===== src/rtl/game_ctrl.sv =====
// game_ctrl: top-level Space Invaders sequencer.
// Gates the frame tick to the player/enemy/bullet datapaths and walks the
// game through level-start, play, hit-pause, level-clear and game-over.
// Tracks enemies remaining, score (saturating at 9999) and level, and raises
// an extra-life request on every even level.
// Optional: define GAME_CTRL_HISCORE_EN to build the high-score register;
// without it hiscore_o is tied to 0.
module game_ctrl #(
   parameter int enemies_p      = 55,
   parameter int num_levels_p   = 8,
   parameter int delay_frames_p = 60,
   parameter int kill_score_p   = 10
) (
   input  logic        clk_i,
   input  logic        reset_n_i,
   input  logic        frame_i,
   input  logic        start_i,
   input  logic        player_hit_i,
   input  logic [1:0]  lives_i,
   input  logic        enemy_killed_i,
   input  logic        invaded_i,
   output logic        run_o,
   output logic        frame_o,
   output logic        level_reset_o,
   output logic        add_life_o,
   output logic [3:0]  level_o,
   output logic [5:0]  enemies_left_o,
   output logic [13:0] score_o,
   output logic [2:0]  state_o,
   output logic [13:0] hiscore_o
);

   typedef enum logic [2:0] {
      IDLE        = 3'd0,
      LEVEL_START = 3'd1,
      PLAY        = 3'd2,
      PAUSED      = 3'd3,
      LEVEL_CLEAR = 3'd4,
      GAME_OVER   = 3'd5
   } state_t;

   localparam logic [13:0] SCORE_MAX  = 14'd9999;
   localparam logic [5:0]  ENEMIES    = 6'(enemies_p);
   localparam logic [3:0]  LAST_LVL   = 4'(num_levels_p);
   localparam logic [7:0]  DELAY_LAST = 8'(delay_frames_p - 1);
   localparam logic [14:0] KILL_PTS   = 15'(kill_score_p);

   state_t      state;
   logic        start_q;
   logic [7:0]  frame_cnt;
   logic        start_rise;
   logic        lose;
   logic [14:0] score_sum;
   logic [13:0] score_nxt;
   logic [5:0]  left_nxt;
   logic [3:0]  lvl_nxt;

   // Kill arithmetic and loss detection used while in PLAY
   always_comb begin
      start_rise = start_i & ~start_q;
      lose       = invaded_i | (player_hit_i & (lives_i == 2'd0));
      score_sum  = {1'b0, score_o} + KILL_PTS;
      score_nxt  = score_o;
      left_nxt   = enemies_left_o;
      if (enemy_killed_i) begin
         score_nxt = (score_sum > {1'b0, SCORE_MAX}) ? SCORE_MAX : score_sum[13:0];
         left_nxt  = (enemies_left_o != 6'd0) ? enemies_left_o - 6'd1 : 6'd0;
      end
      lvl_nxt = (level_o == LAST_LVL) ? 4'd1 : level_o + 4'd1;
   end

   assign state_o = state;
   assign frame_o = frame_i & run_o;

   // Game phase sequencer with registered outputs; run_o tracks state == PLAY
   always_ff @(posedge clk_i or negedge reset_n_i) begin
      if (!reset_n_i) begin
         state          <= IDLE;
         run_o          <= 1'b0;
         level_reset_o  <= 1'b0;
         add_life_o     <= 1'b0;
         level_o        <= 4'd1;
         enemies_left_o <= ENEMIES;
         score_o        <= 14'd0;
         frame_cnt      <= 8'd0;
         start_q        <= 1'b1;   // button held through reset must not start a game
      end else begin
         start_q       <= start_i;
         level_reset_o <= 1'b0;
         case (state)
            IDLE, GAME_OVER: begin
               if (start_rise) begin
                  score_o        <= 14'd0;
                  level_o        <= 4'd1;
                  level_reset_o  <= 1'b1;
                  enemies_left_o <= ENEMIES;
                  frame_cnt      <= 8'd0;
                  state          <= LEVEL_START;
               end
            end
            LEVEL_START: begin
               if (frame_i) begin
                  // the player block has sampled add_life on this frame
                  add_life_o <= 1'b0;
                  if (frame_cnt == DELAY_LAST) begin
                     state <= PLAY;
                     run_o <= 1'b1;
                  end else begin
                     frame_cnt <= frame_cnt + 8'd1;
                  end
               end
            end
            PLAY: begin
               score_o        <= score_nxt;
               enemies_left_o <= left_nxt;
               if (lose) begin
                  state <= GAME_OVER;
                  run_o <= 1'b0;
               end else if (player_hit_i) begin
                  state <= PAUSED;
                  run_o <= 1'b0;
               end else if (left_nxt == 6'd0) begin
                  state <= LEVEL_CLEAR;
                  run_o <= 1'b0;
               end
            end
            PAUSED: begin
               if (start_rise) begin
                  if (enemies_left_o == 6'd0) begin
                     state <= LEVEL_CLEAR;
                  end else begin
                     state <= PLAY;
                     run_o <= 1'b1;
                  end
               end
            end
            LEVEL_CLEAR: begin
               level_o        <= lvl_nxt;
               if (!lvl_nxt[0]) add_life_o <= 1'b1;
               level_reset_o  <= 1'b1;
               enemies_left_o <= ENEMIES;
               frame_cnt      <= 8'd0;
               state          <= LEVEL_START;
            end
            default: begin
               state <= IDLE;
               run_o <= 1'b0;
            end
         endcase
      end
   end

`ifdef GAME_CTRL_HISCORE_EN
   logic [13:0] hiscore_q;
   logic        enter_go;

   assign enter_go  = (state == PLAY) & lose;
   assign hiscore_o = hiscore_q;

   // Capture the final score of a game if it beats the best so far
   always_ff @(posedge clk_i or negedge reset_n_i) begin
      if (!reset_n_i) begin
         hiscore_q <= 14'd0;
      end else if (enter_go && (score_nxt > hiscore_q)) begin
         hiscore_q <= score_nxt;
      end
   end
`else
   assign hiscore_o = 14'd0;
`endif

endmodule


===== config.mk =====
export PLATFORM = sky130hd
export DESIGN_NAME = game_ctrl
export DESIGN_NICKNAME = d
export VERILOG_FILES = /design/src/rtl/game_ctrl.sv
export SDC_FILE = /design/constraint.sdc
export NUM_CORES = 1
export LEC_CHECK = 0
export CAP_MARGIN = 20
export CELL_PAD_IN_SITES_DETAIL_PLACEMENT = 1
export CELL_PAD_IN_SITES_GLOBAL_PLACEMENT = 2
export CORE_UTILIZATION = 31
export CTS_CLUSTER_DIAMETER = 80
export CTS_CLUSTER_SIZE = 25
export DETAILED_ROUTE_END_ITERATION = 12
export PLACE_DENSITY_LB_ADDON = 0.1
export SYNTH_ARGS = -nofsm -noshare
export SYNTH_HDL_FRONTEND = slang
export SYNTH_SLANG_ARGS = --single-unit

===== constraint.sdc =====
create_clock -name clk_i -period 2.65 [get_ports clk_i]
set_input_delay 0.3975 -clock clk_i [delete_from_list [all_inputs] [get_ports clk_i]]
set_output_delay 0.3975 -clock clk_i [all_outputs]
set_load 0.01 [all_outputs]

; Word level (Yosys, flattened, before mapping)
; Index checks and enable logic that the tools add are counted.
[totals]
output_inout_bits = 45
word_cells = 92
in_bits = 9
ff_bits = 39
[op_classes]
eq_ne = 16
n_bitwise = 6
order_cmp = 1
muxes = 37
n_addsub = 4
reduce_logical = 19
[op_table]
columns = operator, count
row1 = 14-bit two-way mux, 3
row2 = 14-bit case mux with 2 select lines, 1
row3 = 3-bit two-way mux, 8
row4 = 8-bit two-way mux, 3
row5 = 8-bit case mux with 3 select lines, 1
row6 = 6-bit two-way mux, 3
row7 = 6-bit case mux with 3 select lines, 1
row8 = 2-bit inequality test (second input constant), 8
row9 = 14-bit by 4-bit adder with 15-bit output (second input constant), 1
row10 = 15-bit by 14-bit greater-than comparator with 1-bit output (second input constant), 1
row11 = 3-bit case mux with 5 select lines, 1
row12 = 6-bit zero test, 2
row13 = 1-bit two-way mux, 10
row14 = 8-bit by 1-bit adder with 8-bit output (second input constant), 1
row15 = 8-bit by 6-bit == test with 1-bit output (second input constant), 1
row16 = 4-bit two-way mux, 2
row17 = 4-bit case mux with 2 select lines, 1
row18 = 3-bit by 2-bit == test with 1-bit output (second input constant), 2
row19 = 3-bit == test (second input constant), 2
row20 = 3-bit AND reduction, 2
row21 = 6-bit AND reduction, 1
row22 = 2-bit nonzero test, 3
row23 = 3-bit nonzero test, 2
row24 = 6-bit nonzero test, 1
row25 = 17 further kinds, 22

; Depth between registers and ports, before layout
; Gate-level depths: netlist (run 1).
[depth]
depth_word = 8
mapped_depth = 10
depth_no_buf = 8

; Worst setup path after synthesis (run 1)
; No wires, ideal clock.
[synth_timing]
path_kind = register to register
from = reg score_o[2]
to = reg score_o[4]
synth_period_minus_slack_ns = 2.394
required_ns = 2.526
path_stages_with_launch = 10
path_buffers = 2
arrival_ns = 2.270
setup_time_ns = 0.124
path_slack_ns = 0.256
path_cell_list = dfrtp_1 -> ha_1 -> buf_2 -> o211a_4 -> xnor2_1 -> a31o_1 -> a211oi_4 -> buf_6 -> nor4_1 -> a211o_1
[synth_via]
elab_chain_len = 5
[synth_lines]
columns = item, line
row1 = from (decl), 28  ; output logic [13:0] score_o,
row2 = from (signal assigned), 114  ; score_o <= score_nxt;
row3 = 14-bit by 4-bit adder with 15-bit output (*), 62  ; score_sum = {1'b0, score_o} + KILL_PTS;
row4 = 15-bit by 14-bit greater-than comparator with 1-bit output, 66  ; score_nxt = (score_sum > {1'b0, SCORE_MAX}) ? SCORE_MAX : score_sum[13:0];
row5 = 14-bit two-way mux (*), 66
row6 = 14-bit two-way mux (*), 65  ; if (enemy_killed_i) begin
row7 = 14-bit case mux with 2 select lines (*), 90  ; case (state)
; Every way passes the cells marked *; elsewhere a longest branch is shown, timed or not. The select of a mux whose other input is x is not followed.
; A chain may end at the register's enable or synchronous reset.

; Worst setup path in the final report (run 1)
[layout_timing]
from = reg score_o[1]
to = reg score_o[4]
; The elaborated chain is that of the path after synthesis.

==> impl_metrics.ini, run 1 <==
[critical_path]
worstPathMaxFanout = 8
path_buf_inv = 2
cp_top_family = compound AO/OA/AOI/OAI gates
max_stage_delay_ns = 0.41
cp_data_required_time_ns = 2.83
cp-endpoint = score_o[4]
startpoint_type = register
reg2reg_depth = 9
cp_num_cells = 9
startpoint = score_o[1]
path_cells = inv_1 > ha_1 > nor2_1 > o311ai_0 > o211ai_1 > a211oi_4 > buf_4 > nor4_1 > a211o_1
critPathSlowestCell = dfrtp_1
path_class = register to register
cp_data_arrival_time_ns = 2.57
r2r_end = score_o[4]
r2r_slack_ns = 0.25
r2r_start = score_o[1]
critPathCaptureType = register

[timing]
max-slew-margin-rel = 0.3604
finalCritPeriodShare = 0.9040
setup_viol = 0
worst_pin_slew_ns = 0.9594
period_minus_slack_ns = 2.396
worst_slack_ns = 0.2543
fin_skew_ns = 0.003568
timing.final.max_slew_violations = 0
rsz0062_at_grt = no
hold_viol = 0
fmax_mhz = 417.4
whs_ns = 0.2533

[drt]
avgViaCountPerCell = 5.188
top_layer_used = met4
drt-total-wl_um = 7358
drc = 0
drtAntennaViolNets = 0
via_count = 2397
wl_met3_um = 204
wl_met1_um = 3615
drtPass1Iterations = 4
dr_wl_met2_um = 3444
drt_iter0_drc = 78
post_drt_wl_per_cell_um = 15.93

[yosys]
ys_ff_latch = 39
synth_flop_cell = dfrtp_1
synth-seq-area-share = 0.3615
yosysWarnings = 0
synth_cell_types = 67
syn_avg_cell_area_um2 = 8.844
yosys.area.top_type = dfrtp_1
synth_cells = 308
syn_area_um2 = 2724
synth_top_area_frac = 0.2940
ys_async_sr_fraction = 1.000
synthMostInstantiatedCell = dfrtp_1
synth_edf_count = 0
synthTopCellsByCount = 32 x dfrtp_1, 26 x nor2_1, 23 x nand2_1, 20 x o21ai_0, 18 x inv_1
ys_top_cells_by_area = dfrtp_1 29%, dfstp_2 6.8%, buf_4 4.4%

[placed_design]
dpl-instance-area_um2 = 3232
place_ws_ns = -0.001320
gp_congestion = 0.7557
io_buffers = 39
place_hpwl_um = 5391

[pwr]
p_per_area_nw_per_um2 = 902.0
p_leak_nw = 1.390
ir_drop_mv = 0.3450

[cts]
cts_root_buffer = clkbuf_8
postCtsSetupBuffers = 0
clockBufferDepth = 2
htreeDepth = 2
cts_tree = yes
cts_resized = 0
cts_hold_buf = 0
clk_latency_ns = 0.29
cts.sinks = 39
cts_buffers = 5
clk_pin_slew_ns = 0.08

[global_routing]
grt_pass1_wl_um = 12390
grt_start_max_net_pins = 40
grt_pass1_vias = 2407
antenna_found_initial = 0
overflow = 0
track_usage = 0.1735

[finish]
design_area_um2 = 3319
syn2layout_area_growth_pct = 21.86
diodes = 0
drive_gt1_frac = 0.1401
nets = 372
multi_input_area_um2 = 1513
num-fill-cells = 1018
seq_area_um2 = 984.7

[hold_path]
hold_path.class = primary input to asynchronous set/reset pin

[floorplan]
die-height_um = 95.74
die_width_um = 95.74
die-area_um2 = 9165
design.core.area_um2 = 8341
rows = 33
floorplan.initialDensity = 0.3266
pin_count = 54

[status]
outcome = finished, final reports clean

[run]
maxCapViolCount = 0
==> layout make-up <==
type | count | share of cell area
inverter | 18 | 0.02035
multi-input combinational | 234 | 0.4557
clock inverter | 1 | 0.001508
tap | 105 | 0.03958
sequential | 39 | 0.2966
clock buffer | 6 | 0.02488
timing repair buffer | 59 | 0.1613
==> registers in the layout, summed over array words and instances (netlist names) <==
register	cells
score_o	14
frame_cnt	8
enemies_left_o	6
level_o	4
state_o	3
add_life_o	1
level_reset_o	1
run_o	1
start_q	1
==> cells by family after synthesis <==
family	synth area share
buf+inv	0.1011
flops	0.3615
xor+xnor	0.03215
mux	0.01975
fa+ha+maj	0.02756
other cells	0.001377
simple gates	0.2200
compound gates	0.2366
==> power by group <==
| group | switching [W] | total, W | internal, W |
|---|---|---|---|
| Clock | 0.000226 | 0.000431 | 0.000205 |
| Combinational | 0.000831 | 0.00156 | 0.000726 |
| Sequential | 0.000245 | 0.00101 | 0.000762 |
==> metrics by stage <==
stage,std cells,total power (W),util,TNS (ns)
2_1_floorplan,321,0.001932,-,0
3_3_place_gp,455,0.002565,0.3875,0
3_5_place_dp,455,0.002594,0.3875,-0.001320
4_1_cts,462,0.003035,0.3980,0
5_1_grt,462,0.003214,0.3980,0
6_report,462,0.002994,0.3980,0
==> per-layer routing <==
layer	GRT usage	vias to the layer above
met3	0.02528	7
li1	-	1181
met1	0.2408	1165
met4	0.04229	0
met2	0.2833	44
met5	0	-
==> placed cells by master, fill, tap and decap left out, types with 5 or more instances in the layout <==
| master | instances |
|---|---|
| clkdlybuf4s50_1 | 38 |
| dfrtp_1 | 32 |
| nor2_1 | 26 |
| nand2_1 | 23 |
| o21ai_0 | 20 |
| buf_4 | 20 |
| inv_1 | 18 |
| a21oi_1 | 14 |
| conb_1 | 14 |
| nor3_1 | 12 |
| nand3_1 | 7 |
| a31oi_1 | 7 |
| dfstp_2 | 7 |
| and3_1 | 6 |
| xor2_1 | 6 |
| ha_1 | 6 |
| clkbuf_8 | 6 |
| and2_1 | 5 |
| nand2b_1 | 5 |
| nand4_1 | 5 |
| o31ai_1 | 5 |
==> how the worst min path moves through the flow <==
stage	startpoint	endpoint	slack (ns)	cells after the start
after floorplan	reset_n_i	add_life_o	0.10	0
after global placement	frame_cnt[1]	frame_cnt[1]	0.49	2
after detailed placement	frame_cnt[1]	frame_cnt[1]	0.50	2
after CTS	reset_n_i	score_o[0]	0.30	1
after global routing	reset_n_i	score_o[0]	0.34	1
final	reset_n_i	score_o[0]	0.25	1
Power figures use the tool's default switching activity.
==> run 2, diff against run 1 <==
- CORE_MARGIN: default -> 10
- SKIP_CTS_REPAIR_TIMING: default -> 1
==> impl_metrics.ini, run 2 (synthesis gave the netlist of run 1 again) <==
[finish]
drive_gt1_frac = 0.1496
syn2layout_area_growth_pct = 23.43
mostFrequentLayoutCell = clkdlybuf4s50_1
nets = 375
final_cell_mix = 38 x clkdlybuf4s50_1, 32 x dfrtp_1, 26 x nor2_1
largest_reg_flops = 14
design_area_um2 = 3362
diodes = 0
multi_input_area_um2 = 1513
finish.utilization = 0.3893
top_register = score_o
seq_area_um2 = 984.7
reg.largest.list = score_o (14), frame_cnt (8), enemies_left_o (6)
num-fill-cells = 1050

[floorplan]
die_width_um = 113.7
design.core.area_um2 = 8636
pin_count = 54
die-height_um = 113.7
die-area_um2 = 12940
floorplan.initialDensity = 0.3154
rows = 34

[critical_path]
worstPathMaxFanout = 4
max_stage_delay_ns = 0.39
critPathSlowestCell = dfrtp_1
startpoint_type = register
cp_data_required_time_ns = 2.84
path_class = register to register
path_cells = inv_1 > ha_1 > nor2_1 > o311ai_0 > o211ai_1 > a211oi_4 > o21ai_1 > a221oi_1
critPathCaptureType = register
reg2reg_depth = 8
cp_data_arrival_time_ns = 2.54

[timing]
timing.final.max_slew_violations = 0
fin_skew_ns = 0.008240
period_minus_slack_ns = 2.355
fmax_mhz = 424.7
setup_viol = 0
finalCritPeriodShare = 0.8886
worst_pin_slew_ns = 0.9432
max-slew-margin-rel = 0.3712
hold_viol = 0
rsz0062_at_grt = no
worst_slack_ns = 0.2952

[global_routing]
track_usage = 0.1248
overflow = 0
grt_start_max_net_pins = 40
antenna_found_initial = 0
grt_pass1_vias = 2531
grt_pass1_wl_um = 13430

[status]
outcome = finished, final reports clean

[pwr]
internal-power_w = 0.001746
p_per_area_nw_per_um2 = 905.4
ir_drop_mv = 0.3386
p_comb_frac = 0.526
p_sw_frac = 0.4264
total_power_w = 0.003044
power_switching_w = 0.001298
p_leak_nw = 1.410
power_frac_clock = 0.151
power_frac_seq = 0.323

[drt]
post_drt_wl_per_cell_um = 16.44
drtAntennaViolNets = 0
drt_iter0_drc = 85
drc = 0
avgViaCountPerCell = 5.151
drtPass1Iterations = 4
drt-total-wl_um = 7710
via_count = 2416

[cts]
clk_pin_slew_ns = 0.08
cts_tree = yes
cts_root_buffer = clkbuf_8
cts_buffers = 5
clk_latency_ns = 0.30
htreeDepth = 2
cts.sinks = 39
clockBufferDepth = 2

[placed_design]
place_ws_ns = -0.04244
dpl-instance-area_um2 = 3258
place_hpwl_um = 5860
io_buffers = 39
gp_congestion = 0.7652

[hold_path]
hold_path.class = primary input to asynchronous set/reset pin

[run]
maxCapViolCount = 0
[run 2: layout make-up]
class | instances | area share
multi-input combinational | 234 | 0.4499
inverter | 18 | 0.02010
timing repair buffer | 62 | 0.1660
tap | 108 | 0.04019
clock buffer | 7 | 0.02866
sequential | 39 | 0.2929
clock inverter | 1 | 0.002233
[run 2: layer usage]
layer / vias to the layer above / GRT usage / wire, µm
met1: 1180 / 0.1618 / 3637
met3: 8 / 0.03150 / 357
met4: 0 / 0.03807 / 87
met2: 45 / 0.1989 / 3627
met5: - / 0 / 0
li1: 1183 / - / -
[run 2: critical path: cells and delay by family, from the launching register on]
family,cells,cell delay [ns]
adder cells (fa/ha/maj),1,0.32
flip-flops,1,0.39
buffers and inverters,1,0.08
AO/OA/AOI/OAI,5,1.40
AND/OR/NAND/NOR,1,0.05
[run 2: metrics by stage]
step / TNS, ns / instances / hold WS (ns)
after floorplan: 0 / 321 / 0.1019
after global placement: 0 / 461 / 0.4937
after detailed placement: -0.04244 / 461 / 0.5249
after CTS: 0 / 469 / 0.2716
after global routing: 0 / 469 / 0.3019
final: 0 / 469 / 0.2413
[run 2: worst paths after layout]
kind / startpoint / endpoint / slack (ns)
max in group asynchronous: reset_n_i / enemies_left_o[3] / 1.82
min in group clk_i: start_i / start_q / 0.52
hold / removal: reset_n_i / score_o[0] / 0.24
hold reg to reg: frame_cnt[0] / frame_cnt[0] / 0.53
setup / recovery: score_o[1] / score_o[10] / 0.30
setup reg to reg: score_o[1] / score_o[10] / 0.30
[run 2: power by group through the flow]
stage	logic, W	registers [W]	clock network (W)
floorplan	0.000955	0.000977	0
global placement	0.00161	0.000996	0
detailed placement	0.00163	0.000998	0
CTS	0.00163	0.000987	0.000489
global route	0.00179	0.00102	0.000519
finish	0.00160	0.000982	0.000461
==> run 3, diff against run 2 <==
- GPL_TIMING_DRIVEN: default -> 0
==> impl_metrics.ini, run 3 (synthesis gave the netlist of run 1 again) <==
[pwr]
internal-power_w = 0.001902
power_frac_clock = 0.192
p_per_area_nw_per_um2 = 911.9
p_sw_frac = 0.4181
ir_drop_mv = 0.3687
p_leak_nw = 1.518
p_comb_frac = 0.517
power_frac_seq = 0.291
power_switching_w = 0.001367

[critical_path]
cp_data_arrival_time_ns = 2.78
r2r_slack_ns = 0.11
max_stage_delay_ns = 0.45
path_class = register to register
worstPathMaxFanout = 8
cp_data_required_time_ns = 2.89
critPathSlowestCell = dfrtp_2
cp_common_cell = buf_4
path_cells = ha_1 > buf_2 > o211a_4 > nand4_4 > mux2i_4 > a211oi_4 > buf_4 > clkbuf_4 > buf_4 > o41ai_2 > o31a_1
critPathCaptureType = register
startpoint_type = register

[placed_design]
place_ws_ns = -0.2710
place_hpwl_um = 6075
gp_congestion = 0.7685
io_buffers = 39
place_inst = 470

[global_routing]
met1_usage = 0.1515
gr-max-usage-layer = met2
grtUsageMet2 = 0.2131
grt_pass1_vias = 2625
track_usage = 0.1242
antenna_found_initial = 0
overflow = 0
grtUsageMet3 = 0.02992
grt_start_max_net_pins = 31
grt_pass1_wl_um = 13360

[finish]
nets = 395
num-fill-cells = 1038
drive_gt1_frac = 0.1890
largest_reg_flops = 14
stdcell_count = 489
diodes = 0
finish.utilization = 0.4151
top_register = score_o
final_cell_mix = 38 x clkdlybuf4s50_1, 31 x dfrtp_1, 26 x buf_4
mostFrequentLayoutCell = clkdlybuf4s50_1
reg.largest.list = score_o (14), frame_cnt (8), enemies_left_o (6)
syn2layout_area_growth_pct = 31.60

[cts]
clk_pin_slew_ns = 0.09
cts_tree = yes
clockBufferDepth = 2
cts_root_buffer = clkbuf_8
cts.sinks = 39
htreeDepth = 2
cts_buffers = 5
clk_latency_ns = 0.30

[floorplan]
die_width_um = 113.7
pin_count = 54
design.core.area_um2 = 8636
floorplan.initialDensity = 0.3154
die-area_um2 = 12940
die-height_um = 113.7
rows = 34

[drt]
drtAntennaViolNets = 0
avgViaCountPerCell = 5.096
via_count = 2492
drt_iter0_drc = 69
drtPass1Iterations = 4
drc = 0
drt-total-wl_um = 8085
post_drt_wl_per_cell_um = 16.53

[timing]
period_minus_slack_ns = 2.536
setup_viol = 0
max-slew-margin-rel = 0.5362
finalCritPeriodShare = 0.9569
fmax_mhz = 394.4
worst_slack_ns = 0.1142
fin_skew_ns = 0.007732
hold_viol = 0
worst_pin_slew_ns = 0.6885
whs_ns = 0.4977
timing.final.max_slew_violations = 0

[run]
maxCapViolCount = 0

[hold_path]
hold_path.class = primary input to asynchronous set/reset pin

[status]
outcome = finished, final reports clean
run 3: worst paths after layout:
kind,start,depth (start not counted),endpoint
max in group asynchronous,reset_n_i,3,enemies_left_o[5]
worst max register to register,score_o[2],11,score_o[6]
worst min-delay path,reset_n_i,2,score_o[7]
min in group clk_i,enemies_left_o[1],2,enemies_left_o[1]
worst min register to register,enemies_left_o[1],2,enemies_left_o[1]
worst max-delay path,score_o[2],11,score_o[6]
run 3: through the flow:
stage	setup TNS [ns]	area, µm²	total power, W
2_1_floorplan	0	2773	0.001932
3_3_place_gp	-6.970	3298	0.002529
3_5_place_dp	-1.713	3321	0.002559
4_1_cts	-0.01635	3457	0.003199
5_1_grt	-0.006826	3585	0.003550
6_report	0	3585	0.003269
run 3: layout make-up:
class                   instances  area, µm²  area share
clock inverters                 3      67.56     0.01885
clock buffers                   5      68.82     0.01920
repair buffers                 52      498.0      0.1389
flip-flops and latches         39      985.9      0.2750
multi-input cells             234       1548      0.4318
well taps                     108      135.1     0.03770
inverters                      18      67.56     0.01885
plain buffers                  30      214.0     0.05969
run 3: routing by layer:
metal | share of wire | vias up
met3 | 0.040 | 7
met2 | 0.50 | 37
met1 | 0.45 | 1222
li1 | - | 1226
met5 | 0 | -
met4 | 0.011 | 0
run 3: power groups by stage:
stage	Combinational, W	Clock (W)	Sequential [W]
floorplan	0.000955	0	0.000977
global placement	0.00156	0	0.000966
detailed placement	0.00159	0	0.000968
CTS	0.00160	0.000645	0.000958
global route	0.00190	0.000665	0.000980
finish	0.00169	0.000627	0.000950
run 3: worst max-delay path: cells and delay by family (launching register included):
family / cells / cell delay [ns]
flip-flops: 1 / 0.45
AO/OA/AOI/OAI: 4 / 0.78
multiplexers: 1 / 0.34
buffers and inverters: 4 / 0.61
AND/OR/NAND/NOR: 1 / 0.11
adder cells (fa/ha/maj): 1 / 0.18
